--- src/rtl/copperv_bus_arbiter.sv ---
// Round-robin arbiter sharing one memory bus between the copperv instruction and data masters.
// One read is outstanding at a time; the data master's write channels pass straight through.
module copperv_bus_arbiter #(
    parameter int BUS_WIDTH = 32
) (
    input  logic                 clk,
    input  logic                 rst,
    input  logic                 i_raddr_valid,
    input  logic [BUS_WIDTH-1:0] i_raddr,
    output logic                 i_raddr_ready,
    output logic                 i_rdata_valid,
    output logic [BUS_WIDTH-1:0] i_rdata,
    input  logic                 i_rdata_ready,
    input  logic                 d_raddr_valid,
    input  logic [BUS_WIDTH-1:0] d_raddr,
    output logic                 d_raddr_ready,
    output logic                 d_rdata_valid,
    output logic [BUS_WIDTH-1:0] d_rdata,
    input  logic                 d_rdata_ready,
    input  logic                 d_waddr_valid,
    input  logic [BUS_WIDTH-1:0] d_waddr,
    output logic                 d_waddr_ready,
    input  logic                 d_wdata_valid,
    input  logic [BUS_WIDTH-1:0] d_wdata,
    output logic                 d_wdata_ready,
    output logic                 m_raddr_valid,
    output logic [BUS_WIDTH-1:0] m_raddr,
    input  logic                 m_raddr_ready,
    input  logic                 m_rdata_valid,
    input  logic [BUS_WIDTH-1:0] m_rdata,
    output logic                 m_rdata_ready,
    output logic                 m_waddr_valid,
    output logic [BUS_WIDTH-1:0] m_waddr,
    input  logic                 m_waddr_ready,
    output logic                 m_wdata_valid,
    output logic [BUS_WIDTH-1:0] m_wdata,
    input  logic                 m_wdata_ready
);

    typedef enum logic [1:0] {
        IDLE,
        ADDR,
        DATA
    } state_t;

    localparam logic OWNER_I = 1'b0;
    localparam logic OWNER_D = 1'b1;

    state_t               state;
    state_t               state_next;
    logic                 owner;
    logic                 last_grant;
    logic [BUS_WIDTH-1:0] addr_q;
    logic                 grant;
    logic                 accept;
    logic [BUS_WIDTH-1:0] grant_addr;

    // NOTE: sequential state uses non-blocking assignments so every register
    // samples pre-edge values regardless of statement order.
    always_ff @(posedge clk) begin
        if (!rst) begin
            state      <= IDLE;
            owner      <= OWNER_I;
            // NOTE: addr_q is a single register, not a memory, so resetting it is
            // cheap and keeps m_raddr deterministic straight out of reset.
            addr_q     <= '0;
            last_grant <= OWNER_D;
        end else begin
            state <= state_next;
            if (accept) begin
                addr_q     <= grant_addr;
                owner      <= grant;
                last_grant <= grant;
            end
        end
    end

    // Contested requests go to whichever master was not served last.
    always_comb begin
        if (i_raddr_valid && d_raddr_valid) begin
            grant = ~last_grant;
        end else begin
            grant = d_raddr_valid ? OWNER_D : OWNER_I;
        end
        grant_addr = (grant == OWNER_D) ? d_raddr : i_raddr;
    end

    // NOTE: every output of this block gets a default first, so no path can
    // leave one unassigned and infer a latch.
    always_comb begin
        state_next    = state;
        accept        = 1'b0;
        i_raddr_ready = 1'b0;
        d_raddr_ready = 1'b0;
        i_rdata_valid = 1'b0;
        d_rdata_valid = 1'b0;
        m_raddr_valid = 1'b0;
        m_rdata_ready = 1'b0;

        // Everything is gated by rst so the block is silent while held in reset.
        case (state)
            IDLE: begin
                if (rst && (i_raddr_valid || d_raddr_valid)) begin
                    accept        = 1'b1;
                    i_raddr_ready = (grant == OWNER_I);
                    d_raddr_ready = (grant == OWNER_D);
                    state_next    = ADDR;
                end
            end
            ADDR: begin
                m_raddr_valid = rst;
                if (m_raddr_ready) begin
                    state_next = DATA;
                end
            end
            DATA: begin
                m_rdata_ready = rst && ((owner == OWNER_D) ? d_rdata_ready : i_rdata_ready);
                i_rdata_valid = rst && (owner == OWNER_I) && m_rdata_valid;
                d_rdata_valid = rst && (owner == OWNER_D) && m_rdata_valid;
                if (m_rdata_valid && m_rdata_ready) begin
                    state_next = IDLE;
                end
            end
            default: begin
                state_next = IDLE;
            end
        endcase
    end

    assign m_raddr = addr_q;
    assign i_rdata = m_rdata;
    assign d_rdata = m_rdata;

    assign m_waddr_valid = rst && d_waddr_valid;
    assign m_waddr       = rst ? d_waddr : '0;
    assign d_waddr_ready = rst && m_waddr_ready;
    assign m_wdata_valid = rst && d_wdata_valid;
    assign m_wdata       = rst ? d_wdata : '0;
    assign d_wdata_ready = rst && m_wdata_ready;

endmodule

--- config.mk ---
export PLATFORM = sky130hd
export DESIGN_NAME = copperv_bus_arbiter
export DESIGN_NICKNAME = d
export VERILOG_FILES = /design/src/rtl/copperv_bus_arbiter.sv
export SDC_FILE = /design/constraint.sdc
export NUM_CORES = 1
export LEC_CHECK = 0
export CAP_MARGIN = 5
export CORE_AREA = 2 2 133 135
export CTS_CLUSTER_SIZE = 28
export DETAILED_ROUTE_END_ITERATION = 10
export DIE_AREA = 0 0 135 137
export HOLD_SLACK_MARGIN = 0.15
export SLEW_MARGIN = 20
export SYNTH_ARGS = -nofsm -noshare
export SYNTH_HDL_FRONTEND = slang
export SYNTH_SLANG_ARGS = --single-unit
--- constraint.sdc ---
create_clock -name clk -period 2.6 [get_ports clk]
set_input_delay 0.78 -clock clk [delete_from_list [all_inputs] [get_ports clk]]
set_output_delay 0.78 -clock clk [all_outputs]
set_load 0.05 [all_outputs]
==> summary.txt, run 1 <==
Placement Cell Area = 5890 µm²
Rows = 48
Max-slew headroom = 61.8%
Synthesis-to-finish area growth = 118%
Cell area after synthesis = 2810 µm²
Distinct cells, synth = 28
DR vias = 3116
Tmin final = 2.60 ns
Die Y = 137 µm
CTS Sinks = 36
CORE AREA = 17100 µm²
Placed insts = 750
Final hold viol count = 0
CTS Buffer Depth = 2
Worst R2R Start = state[0]
DR vias/cell = 4.06
Syn_nets = 523
Fin Setup TNS = -0.00755 ns
Crit share post-route = 100%
Path type of the worst setup path = in -> out
Number of synthesized flops with an enable pin = 0
Nets = 714
First-pass GRT wire length = 18.5 mm
WL final = 12.5 mm
Initial antenna violation count = 2
Worst VDD drop = 0.000360 V
R2r endpoint = m_raddr[6]
WL/cell = 16.3 µm
Critical Path Fanout Max = 3
Max stage delay cell, worst path = clkdlybuf4s50_1
Htree depth = 2
Final std cells w/o fill = 768
DR pass1 iterations = 6
I/O pin count = 342
Clk_skew = 0.00656 ns
Worst setup margin = -0.00424 ns
F_max = 0.384 GHz
Layout cells sized above 1 = 28.9%
Pwr dens = 439 nW/µm²
CP required = 1.82 ns
Hold Slack = 0.521 ns
Vias in the first global route = 3289
Sequential fraction of the synthesis area = 25.6%
Ant diodes = 0
Die X = 135 µm
Inserted Clock Buffers = 5
Hold Buf Count CTS = 0
Final instance area = 6140 µm²
Final RePlAce weighted congestion = 0.731
Power consumption = 2700 µW
All-Layer GR Usage = 13.1%
#FFs+latches synth = 36
CTS root buf = clkbuf_16
# setup viols final = 2
Filler cells = 1698
Pin count of the biggest net entering global routing = 35
Status = complete, but fails checks
Crit-path cells = clkdlybuf4s50_1 > inv_1 > nor4_2 > buf_12
# DRC = 0
PortBufs = 245
Die area = 18500 µm²
Leak = 0.00235 µW
DRT iter0 DRCs = 91
CP max stage delay = 0.46 ns
RSZ-0062 raised after global routing = true
Post-Synthesis Cells = 351
DPL Wire Length = 10.1 mm
Initial Util = 16.5%
Actual slew at the worst max-slew pin = 0.572 ns
Max Slew Vio Count = 0
Avg Cell Area, Syn = 8.01 µm²
R2R setup slack = 0.65 ns
Top FF cell, synth = dfxtp_1
Reg2reg path depth = 7
Failing checks = setup timing
CP startpoint kind = input port
Yosys warning total = 0
Max cap viols = 0
Crit. Startpoint = m_rdata_valid
CP Capture Type = primary output
Worst-skew pair later-pin latency = 0.29 ns
CTS tree = built
HP Class = reg -> reg
Clk slew on worst S/H paths = 0.05 ns
Async set or reset register ratio after synthesis = 0%
Routed Antenna Nets = 0
Remaining Overflow, GRT = 0
CP arrival = 1.82 ns
Worst setup endpoint = d_rdata_valid
layout make-up:
type,instances,area (µm²),area share (%)
clock buffers,6,139,2.26
clock inverters,2,13.8,0.224
inverters,6,26.3,0.428
multi-input cells,217,1490,24.2
flip-flops and latches,36,721,11.7
well taps,225,282,4.58
repair buffers,276,3480,56.6
synth_stat cells (2+ instances only):
cell / instances / area (µm²)
clkbuf_1: 17 / 63.8
nor4_1: 2 / 12.5
dfxtp_1: 36 / 721
inv_1: 6 / 22.5
and2_1: 69 / 432
buf_4: 68 / 510
nand2_1: 66 / 248
a21oi_1: 33 / 165
buf_6: 4 / 45.0
buf_2: 2 / 10.0
a311oi_2: 28 / 420
a311oi_1: 4 / 35.0
report_power, final:
| part | total [µW] | internal, µW | leakage, µW | switching (µW) |
|---|---|---|---|---|
| logic | 1400 | 670 | 0.00197 | 734 |
| clock network | 638 | 383 | 0.0000772 | 255 |
| registers | 656 | 613 | 0.000297 | 43.3 |
state kept, by name (all words and copies together), names as in the netlist:
register	flops
state	2
owner	1
m_raddr	32
last_grant	1
worst min path at each step:
stage | startpoint | end | slack (ns) | cells after the start
after detailed placement | m_raddr[28] | m_raddr[28] | 0.52 | 2
after global placement | m_raddr[28] | m_raddr[28] | 0.51 | 2
after global routing | m_raddr[28] | m_raddr[28] | 0.54 | 2
final | m_raddr[28] | m_raddr[28] | 0.52 | 2
after floorplan | last_grant | last_grant | 0.49 | 2
after CTS | m_raddr[28] | m_raddr[28] | 0.53 | 2
metrics by stage:
stage	setup slack (ns)	utilization, %
final	-0.00424	36.0
after global routing	-0.0548	36.0
after detailed placement	-0.188	34.5
after global placement	-0.173	34.5
after floorplan	-0.285	-
after CTS	-0.0205	35.7
layout by cell type (no fill, tap or decap), drive strengths merged:
master,n
mux2i,1
nor2,1
dlygate4sd2,2
a21bo,1
o211ai,1
o21ai,1
nor4,2
clkbuf,7
nand3b,1
o31ai,1
buf,105
and2,69
clkdlybuf4s50,168
a21oi,33
nand3,1
a311oi,32
nand2,66
nor2b,1
a21boi,1
clkinv,1
dfxtp,36
clkinvlp,1
or2,1
inv,6
a21o,1
nor3b,2
nor3,1
repair_timing:
action / 4_1_cts / 5_1_grt
resized for setup: 6 / 0
endpoints found under the setup margin: 4 / 7
gates cloned: 0 / 1
setup buffers: 4 / 5
pin swaps: 4 / 3
cells by family (layout without fill, tap and decap cells):
family                 Yosys count  in the layout  synth area share (%)
AND/OR/NAND/NOR                145            145                  26.7
buffers and inverters           98            290                  23.3
AO/OA/AOI/OAI                   71             71                  24.0
flip-flops                      36             36                  25.6
multiplexers                     1              1                 0.356
worst max-delay path: cells and delay by family:
kind / cells / cell delay, ns
simple gates: 1 / 0.32
buf+inv: 3 / 0.72
metal layers:
metal / global-route usage [%] / wire (µm) / vias to the layer above
li1: - / - / 1493
met1: 13.8 / 4680 / 1411
met2: 24.0 / 6330 / 169
met3: 4.11 / 1070 / 43
met4: 5.32 / 398 / 0
met5: 0 / 0 / -
(Power assumes the default switching activity.)
==> inputs of run 2 (changes only) <==
--- a/config.mk
+++ b/config.mk
@@ -7,6 +7,7 @@
 export LEC_CHECK = 0
 export CAP_MARGIN = 5
 export CORE_AREA = 2 2 133 135
+export CTS_BUF_LIST = sky130_fd_sc_hd__clkbuf_8 sky130_fd_sc_hd__clkbuf_16
 export CTS_CLUSTER_SIZE = 28
 export DETAILED_ROUTE_END_ITERATION = 10
 export DIE_AREA = 0 0 135 137
==> results of run 2 <==
The final DEF is identical to that of run 1; final timing and power are the same.
